==> config.mk <==
export PLATFORM = sky130hd
export DESIGN_NAME = add_sub_rs
export DESIGN_NICKNAME = d
export VERILOG_FILES = /design/src/rtl/add_sub_rs.sv
export SDC_FILE = /design/constraint.sdc
export NUM_CORES = 1
export LEC_CHECK = 0
export CORE_MARGIN = 1.5
export CORE_UTILIZATION = 50
export DETAILED_ROUTE_END_ITERATION = 7
export GPL_ROUTABILITY_DRIVEN = 1
export HOLD_SLACK_MARGIN = 0.08
export PLACE_DENSITY = 0.73
export SLEW_MARGIN = 5
export SYNTH_ARGS = -nofsm -noshare
export SYNTH_HDL_FRONTEND = slang
export SYNTH_SLANG_ARGS = --single-unit
==> constraint.sdc <==
create_clock -name clk -period 3.9 [get_ports clk]
set_clock_uncertainty 0.05 [all_clocks]
set_input_delay 0.975 -clock clk [delete_from_list [all_inputs] [get_ports clk]]
set_output_delay 0.975 -clock clk [all_outputs]
set_load 0.05 [all_outputs]
==> src/rtl/add_sub_rs.sv <==
// rtl/add_sub_rs.sv - reservation station feeding the pipelined add/sub unit

package add_sub_pkg;
  typedef struct packed {
    logic is_sub;
    logic use_carry;
  } add_sub_decode_t;
endpackage

module add_sub_rs
  import add_sub_pkg::*;
#(
  parameter int NUM_ENTRIES = 4,
  parameter int RS_ID_WIDTH = 5,
  parameter int RS_ID_BASE  = 0
) (
  input  logic                   clk,
  input  logic                   rst,
  input  logic                   dispatch_valid,
  output logic                   dispatch_ready,
  input  logic [4:0]             dispatch_reg_addr,
  input  add_sub_decode_t        dispatch_control,
  input  logic [31:0]            dispatch_op1,
  input  logic [31:0]            dispatch_op2,
  input  logic                   dispatch_op1_valid,
  input  logic                   dispatch_op2_valid,
  input  logic [RS_ID_WIDTH-1:0] dispatch_op1_tag,
  input  logic [RS_ID_WIDTH-1:0] dispatch_op2_tag,
  input  logic                   dispatch_ca,
  input  logic                   dispatch_ca_valid,
  input  logic [RS_ID_WIDTH-1:0] dispatch_ca_tag,
  input  logic                   cdb_valid,
  input  logic [RS_ID_WIDTH-1:0] cdb_rs_id,
  input  logic [31:0]            cdb_result,
  input  logic                   cdb_ca,
  output logic                   issue_valid,
  input  logic                   issue_ready,
  output logic [RS_ID_WIDTH-1:0] issue_rs_id,
  output logic [4:0]             issue_reg_addr,
  output logic [31:0]            issue_op1,
  output logic [31:0]            issue_op2,
  output logic                   issue_ca,
  output add_sub_decode_t        issue_control
);

  localparam int IW = (NUM_ENTRIES > 1) ? $clog2(NUM_ENTRIES) : 1;

  typedef enum logic [1:0] {S_FREE, S_WAIT, S_READY, S_ISSUED} state_t;

  state_t                 state_q   [NUM_ENTRIES];
  logic [4:0]             reg_addr_q[NUM_ENTRIES];
  add_sub_decode_t        control_q [NUM_ENTRIES];
  logic [31:0]            op1_q     [NUM_ENTRIES];
  logic [31:0]            op2_q     [NUM_ENTRIES];
  logic                   ca_q      [NUM_ENTRIES];
  logic                   op1_v_q   [NUM_ENTRIES];
  logic                   op2_v_q   [NUM_ENTRIES];
  logic                   ca_v_q    [NUM_ENTRIES];
  logic [RS_ID_WIDTH-1:0] op1_tag_q [NUM_ENTRIES];
  logic [RS_ID_WIDTH-1:0] op2_tag_q [NUM_ENTRIES];
  logic [RS_ID_WIDTH-1:0] ca_tag_q  [NUM_ENTRIES];
  logic [IW-1:0]          rr_ptr_q;

  logic [NUM_ENTRIES-1:0] free_vec, ready_vec, cap1, cap2, capc, own_hit;
  logic [IW-1:0]          alloc_idx, sel_idx, probe_idx;
  logic                   sel_found, dispatch_fire, issue_fire;
  logic                   d_op1_v, d_op2_v, d_ca_v, d_all_v;
  logic [31:0]            d_op1, d_op2;
  logic                   d_ca;
  int                     probe;

  // Per-entry status decode and CDB tag matches (captures only matter in WAIT)
  always_comb begin
    free_vec  = '0;
    ready_vec = '0;
    cap1      = '0;
    cap2      = '0;
    capc      = '0;
    own_hit   = '0;
    for (int i = 0; i < NUM_ENTRIES; i++) begin
      free_vec[i]  = (state_q[i] == S_FREE);
      ready_vec[i] = (state_q[i] == S_READY);
      cap1[i]      = cdb_valid && !op1_v_q[i] && (op1_tag_q[i] == cdb_rs_id);
      cap2[i]      = cdb_valid && !op2_v_q[i] && (op2_tag_q[i] == cdb_rs_id);
      capc[i]      = cdb_valid && !ca_v_q[i]  && (ca_tag_q[i]  == cdb_rs_id);
      own_hit[i]   = cdb_valid && (cdb_rs_id == RS_ID_WIDTH'(RS_ID_BASE + i));
    end
  end

  // Lowest-index free entry receives the next dispatch
  always_comb begin
    alloc_idx = '0;
    for (int i = NUM_ENTRIES - 1; i >= 0; i--) begin
      if (free_vec[i]) alloc_idx = IW'(i);
    end
  end

  assign dispatch_ready = |free_vec;
  assign dispatch_fire  = dispatch_valid && dispatch_ready;

  // Dispatch bypass: a slot waiting on the tag being broadcast right now is born valid
  always_comb begin
    d_op1_v = dispatch_op1_valid || (cdb_valid && (dispatch_op1_tag == cdb_rs_id));
    d_op2_v = dispatch_op2_valid || (cdb_valid && (dispatch_op2_tag == cdb_rs_id));
    d_ca_v  = dispatch_ca_valid  || (cdb_valid && (dispatch_ca_tag  == cdb_rs_id));
    d_op1   = dispatch_op1_valid ? dispatch_op1 : cdb_result;
    d_op2   = dispatch_op2_valid ? dispatch_op2 : cdb_result;
    d_ca    = dispatch_ca_valid  ? dispatch_ca  : cdb_ca;
    d_all_v = d_op1_v && d_op2_v && d_ca_v;
  end

  // Round-robin pick of the first READY entry at or after the pointer
  always_comb begin
    sel_idx   = '0;
    sel_found = 1'b0;
    probe     = 0;
    probe_idx = '0;
    for (int k = 0; k < NUM_ENTRIES; k++) begin
      probe = int'(rr_ptr_q) + k;
      if (probe >= NUM_ENTRIES) probe = probe - NUM_ENTRIES;
      probe_idx = IW'(probe);
      if (!sel_found && ready_vec[probe_idx]) begin
        sel_found = 1'b1;
        sel_idx   = probe_idx;
      end
    end
  end

  assign issue_valid = sel_found;
  assign issue_fire  = sel_found && issue_ready;

  // Issue payload muxed from the selected entry; zero when nothing is ready
  always_comb begin
    issue_rs_id    = '0;
    issue_reg_addr = '0;
    issue_op1      = '0;
    issue_op2      = '0;
    issue_ca       = 1'b0;
    issue_control  = '0;
    if (sel_found) begin
      issue_rs_id    = RS_ID_WIDTH'(RS_ID_BASE) + RS_ID_WIDTH'(sel_idx);
      issue_reg_addr = reg_addr_q[sel_idx];
      issue_op1      = op1_q[sel_idx];
      issue_op2      = op2_q[sel_idx];
      issue_ca       = ca_q[sel_idx];
      issue_control  = control_q[sel_idx];
    end
  end

  // Per-entry state machine: allocation, CDB capture, issue and tag release
  always_ff @(posedge clk) begin
    if (rst) begin
      for (int i = 0; i < NUM_ENTRIES; i++) begin
        state_q[i]    <= S_FREE;
        reg_addr_q[i] <= '0;
        control_q[i]  <= '0;
        op1_q[i]      <= '0;
        op2_q[i]      <= '0;
        ca_q[i]       <= 1'b0;
        op1_v_q[i]    <= 1'b0;
        op2_v_q[i]    <= 1'b0;
        ca_v_q[i]     <= 1'b0;
        op1_tag_q[i]  <= '0;
        op2_tag_q[i]  <= '0;
        ca_tag_q[i]   <= '0;
      end
      rr_ptr_q <= '0;
    end else begin
      for (int i = 0; i < NUM_ENTRIES; i++) begin
        case (state_q[i])
          S_FREE: begin
            if (dispatch_fire && (alloc_idx == IW'(i))) begin
              reg_addr_q[i] <= dispatch_reg_addr;
              control_q[i]  <= dispatch_control;
              op1_q[i]      <= d_op1;
              op2_q[i]      <= d_op2;
              ca_q[i]       <= d_ca;
              op1_v_q[i]    <= d_op1_v;
              op2_v_q[i]    <= d_op2_v;
              ca_v_q[i]     <= d_ca_v;
              op1_tag_q[i]  <= dispatch_op1_tag;
              op2_tag_q[i]  <= dispatch_op2_tag;
              ca_tag_q[i]   <= dispatch_ca_tag;
              state_q[i]    <= d_all_v ? S_READY : S_WAIT;
            end
          end
          S_WAIT: begin
            if (cap1[i]) begin
              op1_q[i]   <= cdb_result;
              op1_v_q[i] <= 1'b1;
            end
            if (cap2[i]) begin
              op2_q[i]   <= cdb_result;
              op2_v_q[i] <= 1'b1;
            end
            if (capc[i]) begin
              ca_q[i]   <= cdb_ca;
              ca_v_q[i] <= 1'b1;
            end
            if ((op1_v_q[i] || cap1[i]) && (op2_v_q[i] || cap2[i]) && (ca_v_q[i] || capc[i]))
              state_q[i] <= S_READY;
          end
          S_READY: begin
            if (issue_fire && (sel_idx == IW'(i))) state_q[i] <= S_ISSUED;
          end
          S_ISSUED: begin
            if (own_hit[i]) state_q[i] <= S_FREE;
          end
          default: state_q[i] <= S_FREE;
        endcase
      end
      if (issue_fire)
        rr_ptr_q <= (sel_idx == IW'(NUM_ENTRIES - 1)) ? '0 : sel_idx + IW'(1);
    end
  end

endmodule

== Word level (Yosys, flattened, before mapping) ==
Memories as Yosys holds them, arrays and structs flattened.
Index checks and enable logic that the tools add are counted.
Cells by class
  add/sub/neg operators: 8
  $mul: 0
  div/mod/pow operators: 0
  $lt $le $gt $ge: 8
  equality and inequality tests: 36
  shift operators: 0
  mux-type cells: 233
  bitwise logic cells: 84
  reduce and logical (&&, ||, !) cells: 92
Operator list (number)
  32-bit 2-to-1 mux: 20
  1-bit 2-to-1 mux: 156
  5-bit 2-to-1 mux: 17
  1-bit bitwise OR: 84
  5-bit equality test: 15
  2-bit 2-to-1 mux: 36
  1-bit logical AND: 54
  2-bit equality test (second input constant): 12
  1-bit zero test: 15
  1-bit logical OR: 15
  2-bit by 1-bit equality test with 1-bit output (second input constant): 6
  2-bit zero test: 6
  2-bit by 3-bit less-than comparator with 1-bit output (second input constant): 4
  5-bit by 2-bit equality test with 1-bit output (second input constant): 2
  3-bit greater-or-equal comparator (second input constant): 3
  1-bit binary-select mux with 2-bit select: 4
  2-bit by 1-bit subtractor with 2-bit output (second input constant): 4
  2-bit by 2-bit adder with 3-bit output (second input constant): 2
  5-bit by 1-bit equality test with 1-bit output (second input constant): 1
  5-bit zero test: 1
  4-bit OR reduction: 1
  2-bit by 1-bit adder with 3-bit output (second input constant): 1
  2-bit by 3-bit greater-or-equal comparator with 1-bit output (second input constant): 1
  2-bit by 1-bit adder with 2-bit output (second input constant): 1
Word-level totals
  flip-flop bits (word level): 2
  latch bits: 0
  RAM bits: 368
  ROM bits: 0
  bits of input ports: 133
  output and inout bits: 79
  logic and storage cells: 474
  memories kept: 12
Memories
  op1_q: words 4, bits a word 32, rd ports 1, clocked after memory_dff 0, write ports 4, line 53  | logic [31:0] op1_q [NUM_ENTRIES];
  op2_q: words 4, bits a word 32, rd ports 1, clocked after memory_dff 0, write ports 4, line 54  | logic [31:0] op2_q [NUM_ENTRIES];
  ca_tag_q: words 4, bits a word 5, rd ports 4, clocked after memory_dff 0, write ports 4, line 61  | logic [RS_ID_WIDTH-1:0] ca_tag_q [NUM_ENTRIES];
  op1_tag_q: words 4, bits a word 5, rd ports 4, clocked after memory_dff 0, write ports 4, line 59  | logic [RS_ID_WIDTH-1:0] op1_tag_q [NUM_ENTRIES];
  op2_tag_q: words 4, bits a word 5, rd ports 4, clocked after memory_dff 0, write ports 4, line 60  | logic [RS_ID_WIDTH-1:0] op2_tag_q [NUM_ENTRIES];
  reg_addr_q: words 4, bits a word 5, rd ports 1, clocked after memory_dff 0, write ports 4, line 51  | logic [4:0] reg_addr_q[NUM_ENTRIES];
  +6 memories

== Logic depth before layout (Yosys ltp) ==
  depth after elaboration: 22
  depth in mapped cells: 10
  gate-level depth less buffers: 7

== Worst setup path after synthesis ==
Ideal clock, no wire load.
  path type: register to output
  start: memory state_q[1][0] in the netlist's numbering
  end: output port issue_ca
  arrival time: 2.501 ns
  required time: 2.875 ns
  path slack: 0.374 ns
  stages on the path, launching flop included: 6
  buffers on the path: 1
  cell sequence: edfxtp_1 nand2b_1 nand4_1 nand2_1 clkbuf_1 o22ai_1
RTL lines
  start, declared: line 50  | state_t state_q [NUM_ENTRIES];
  end, declared: line 42  | output logic issue_ca,

==> qor.yml <==
outcome:
  outcome: "completed"
clock_tree:
  cts_sinks: 370
  cts_root_buf: "clkbuf_16"
  clockBufferDepth: 3
  clk_latency_ns: 0.53
  cts_made_buffers: 40
  cts_tree: "built"
  path_clk_slew_ns: 0.06
  htreeDepth: 2
pwr:
  p_per_area_nw_per_um2: 493.8
  vdd_drop_max_uv: 428.8
  power.total_mw: 11.65
  leakage_nw: 9.311
synth:
  synth_ff_type: "edfxtp_1"
  yosysSeqAreaShare: 0.5988
  synthCells: 1356
  avgSynthCellArea_um2: 13.66
  synth_edf_count: 368
  async_flop_share: 0
  yosys_warnings: 0
  ys_types: 57
  syn_area_um2: 18520
  synth-seq-cells: 370
final_layout:
  instances_no_fill: 2035
  drive_above_1_share: 0.1786
  utilization: 0.6457
  stdcell_area_um2: 23580
  fillerInstances: 2624
  syn_to_final_growth_pct: 27.34
  mostFrequentLayoutCell: "edfxtp_1"
  final_cell_mix: "edfxtp_1, a22o_1, mux2i_1, clkdlybuf4s50_1, buf_12"
  nets: 1671
route:
  firstDrtPassIters: 5
  routedWlPerCell_um: 26.57
  wl_um: 54080
  drt-initial-drc-count: 1375
  drc: 0
  drtAntennaViolNets: 0
  vias_per_cell: 6.494
  vias: 13220
global_route:
  use_met2: 0.4479
  grt_use_total: 0.2779
  antenna_found_initial: 7
  grt_use_met1: 0.3674
  grt_pass1_wl_um: 80090
  grt_pass1_vias: 13090
  grt_overflow: 0
  grt_max_degree: 38
  grt_use_met3: 0.06632
  grt-busiest-layer: "met2"
timing:
  setup_violations: 0
  final_hold_viol_count: 0
  worst_slew_pin_slew_ns: 0.9865
  fin_crit_ns: 3.829
  holdWs_ns: 0.4879
  max_freq_mhz: 261.2
  drv_slew: 0
  slew_headroom: 0.3423
  period_share: 0.9818
critical_path:
  worst-path-buf-inv: 2
  r2r_setup_slack_ns: 1.33
  arrival_ns: 2.80
  slowest_delay_ns: 0.50
  critPathRequiredTime_ns: 2.87
  path_depth: 7
  endpoint_kind: "output pin"
  crit_chain: "nand2b_2, o221ai_4, a22o_4, buf_12, mux2i_1, o22ai_2, buf_12"
  crit_slowest_cell: "edfxtp_1"
  critical_path.most_common_cell: "buf_12"
  cp-start-kind: "flip-flop"
  cp_top_family: "compound AO/OA/AOI/OAI gates"
  reg2regPathDepth: 7
  cp_max_fo: 29
  path_class: "reg2out"
floorplan:
  start_util: 0.5071
  die_x_um: 195.5
  die_area_um2: 38200
  rows: 70
  io_pins: 212
  die_h_um: 195.5
  coreArea_um2: 36520
hold_path:
  holdPathStages: 2
  worstHoldPathType: "reg2reg"
placed_design:
  place_congestion: 0.9207
  dp_hpwl_um: 33010
  io_buffers: 208
  placedCellCount: 1955
  place_area_um2: 22000
flow_run:
  cap_violations: 0
## cells in the mapped netlist (all sizes together) (2+ instances only)
library cell,number,area [um^2]
edfxtp,368,11050
a22o,257,2251
mux2i,144,1441
buf,106,660.6
o22ai,73,456.7
and2,72,450.4
xor2,58,508.0
clkbuf,42,157.7
o21ai,29,167.7
and3,24,150.1
nand2,22,85.09
nor4,17,165.2
xnor2,17,148.9
nor2,14,52.55
inv,12,45.05
nand3,12,70.07
a21oi,11,58.81
nand2b,10,62.56
nand4,10,62.56
nor2b,8,50.05
a31oi,7,43.79
nor3b,5,42.54
nor3,4,20.02
o211ai,4,35.03
o2bb2ai,4,35.03
o221ai,3,32.53
or3,3,18.77
or4,3,26.27
a41oi,2,17.52
dfxtp,2,40.04
nand3b,2,15.01
o2111ai,2,17.52
or4b,2,23.77
## sequential cells by signal (all words and copies together), names as in the netlist
register and count:
ca_q 4, ca_tag_q 20, ca_v_q 4, control_q 8, op1_q 128, op1_tag_q 20
op1_v_q 4, op2_q 128, op2_tag_q 20, op2_v_q 4, reg_addr_q 20, rr_ptr_q 2
state_q 8
## per-layer routing
metal	vias up	wire, um
met3	127	5925
met2	771	25680
met5	-	38
li1	5728	-
met1	6583	20900
met4	6	1537
## final timing paths
| path | from | end |
|---|---|---|
| max | state_q[2][0] | issue_op1[11] |
| min | rr_ptr_q[1] | rr_ptr_q[1] |
| max reg2reg | state_q[0][0] | op2_q[0][14] |
| min reg2reg | rr_ptr_q[1] | rr_ptr_q[1] |
## what timing repair did
item,CTS,global route
gates resized for setup,14,35
pin swaps,1,2
setup buffers,3,3
gates cloned,2,0
endpoints found under the setup margin,66,73
hold buffers,0,0
## metrics by stage
| step | setup WS, ns | TNS (ns) |
|---|---|---|
| after CTS | -0.06607 | -0.9203 |
| after floorplan | 0.3743 | 0 |
| after global routing | -0.01941 | -0.1081 |
| final | 0.07096 | 0 |
| after detailed placement | 0.2547 | 0 |
| after global placement | 0.2710 | 0 |
## area by class of cell
class	instances	area [um^2]	area share
Clock buffer	52	1089	0.04616
Clock inverter	15	131.4	0.005571
Timing Repair Buffer	283	3719	0.1577
Inverter	12	45.04	0.001910
Sequential cell	370	11090	0.4703
Tap cell	468	585.6	0.02483
Multi-Input combinational cell	830	6912	0.2931
Antenna cell	5	12.51	0.0005305
## tightest hold or removal path, stage by stage, from the launching register on
cell,delay (ns)
dfxtp_1,0.36
nand2_1,0.07
a21oi_1,0.06
## kinds of logic (layout without fill, tap and decap cells)
| kind of cell | Yosys count | after routing | share of synthesized area |
|---|---|---|---|
| AO/OA/AOI/OAI | 395 | 397 | 0.1696 |
| multiplexers | 144 | 144 | 0.07783 |
| adder cells (fa/ha/maj) | 1 | 1 | 0.0006755 |
| other | 1 | 8 | 0.0002025 |
| buffers and inverters | 160 | 362 | 0.04662 |
| XOR/XNOR | 75 | 75 | 0.03547 |
| flip-flops | 370 | 370 | 0.5988 |
| AND/OR/NAND/NOR | 210 | 210 | 0.07080 |
## power breakdown
part | switching [mW] | total (mW) | internal (mW)
combinational | 1.85 | 3.21 | 1.36
clock | 1.52 | 3.61 | 2.09
sequential | 0.111 | 4.83 | 4.72
Power figures use the tool's default switching activity.
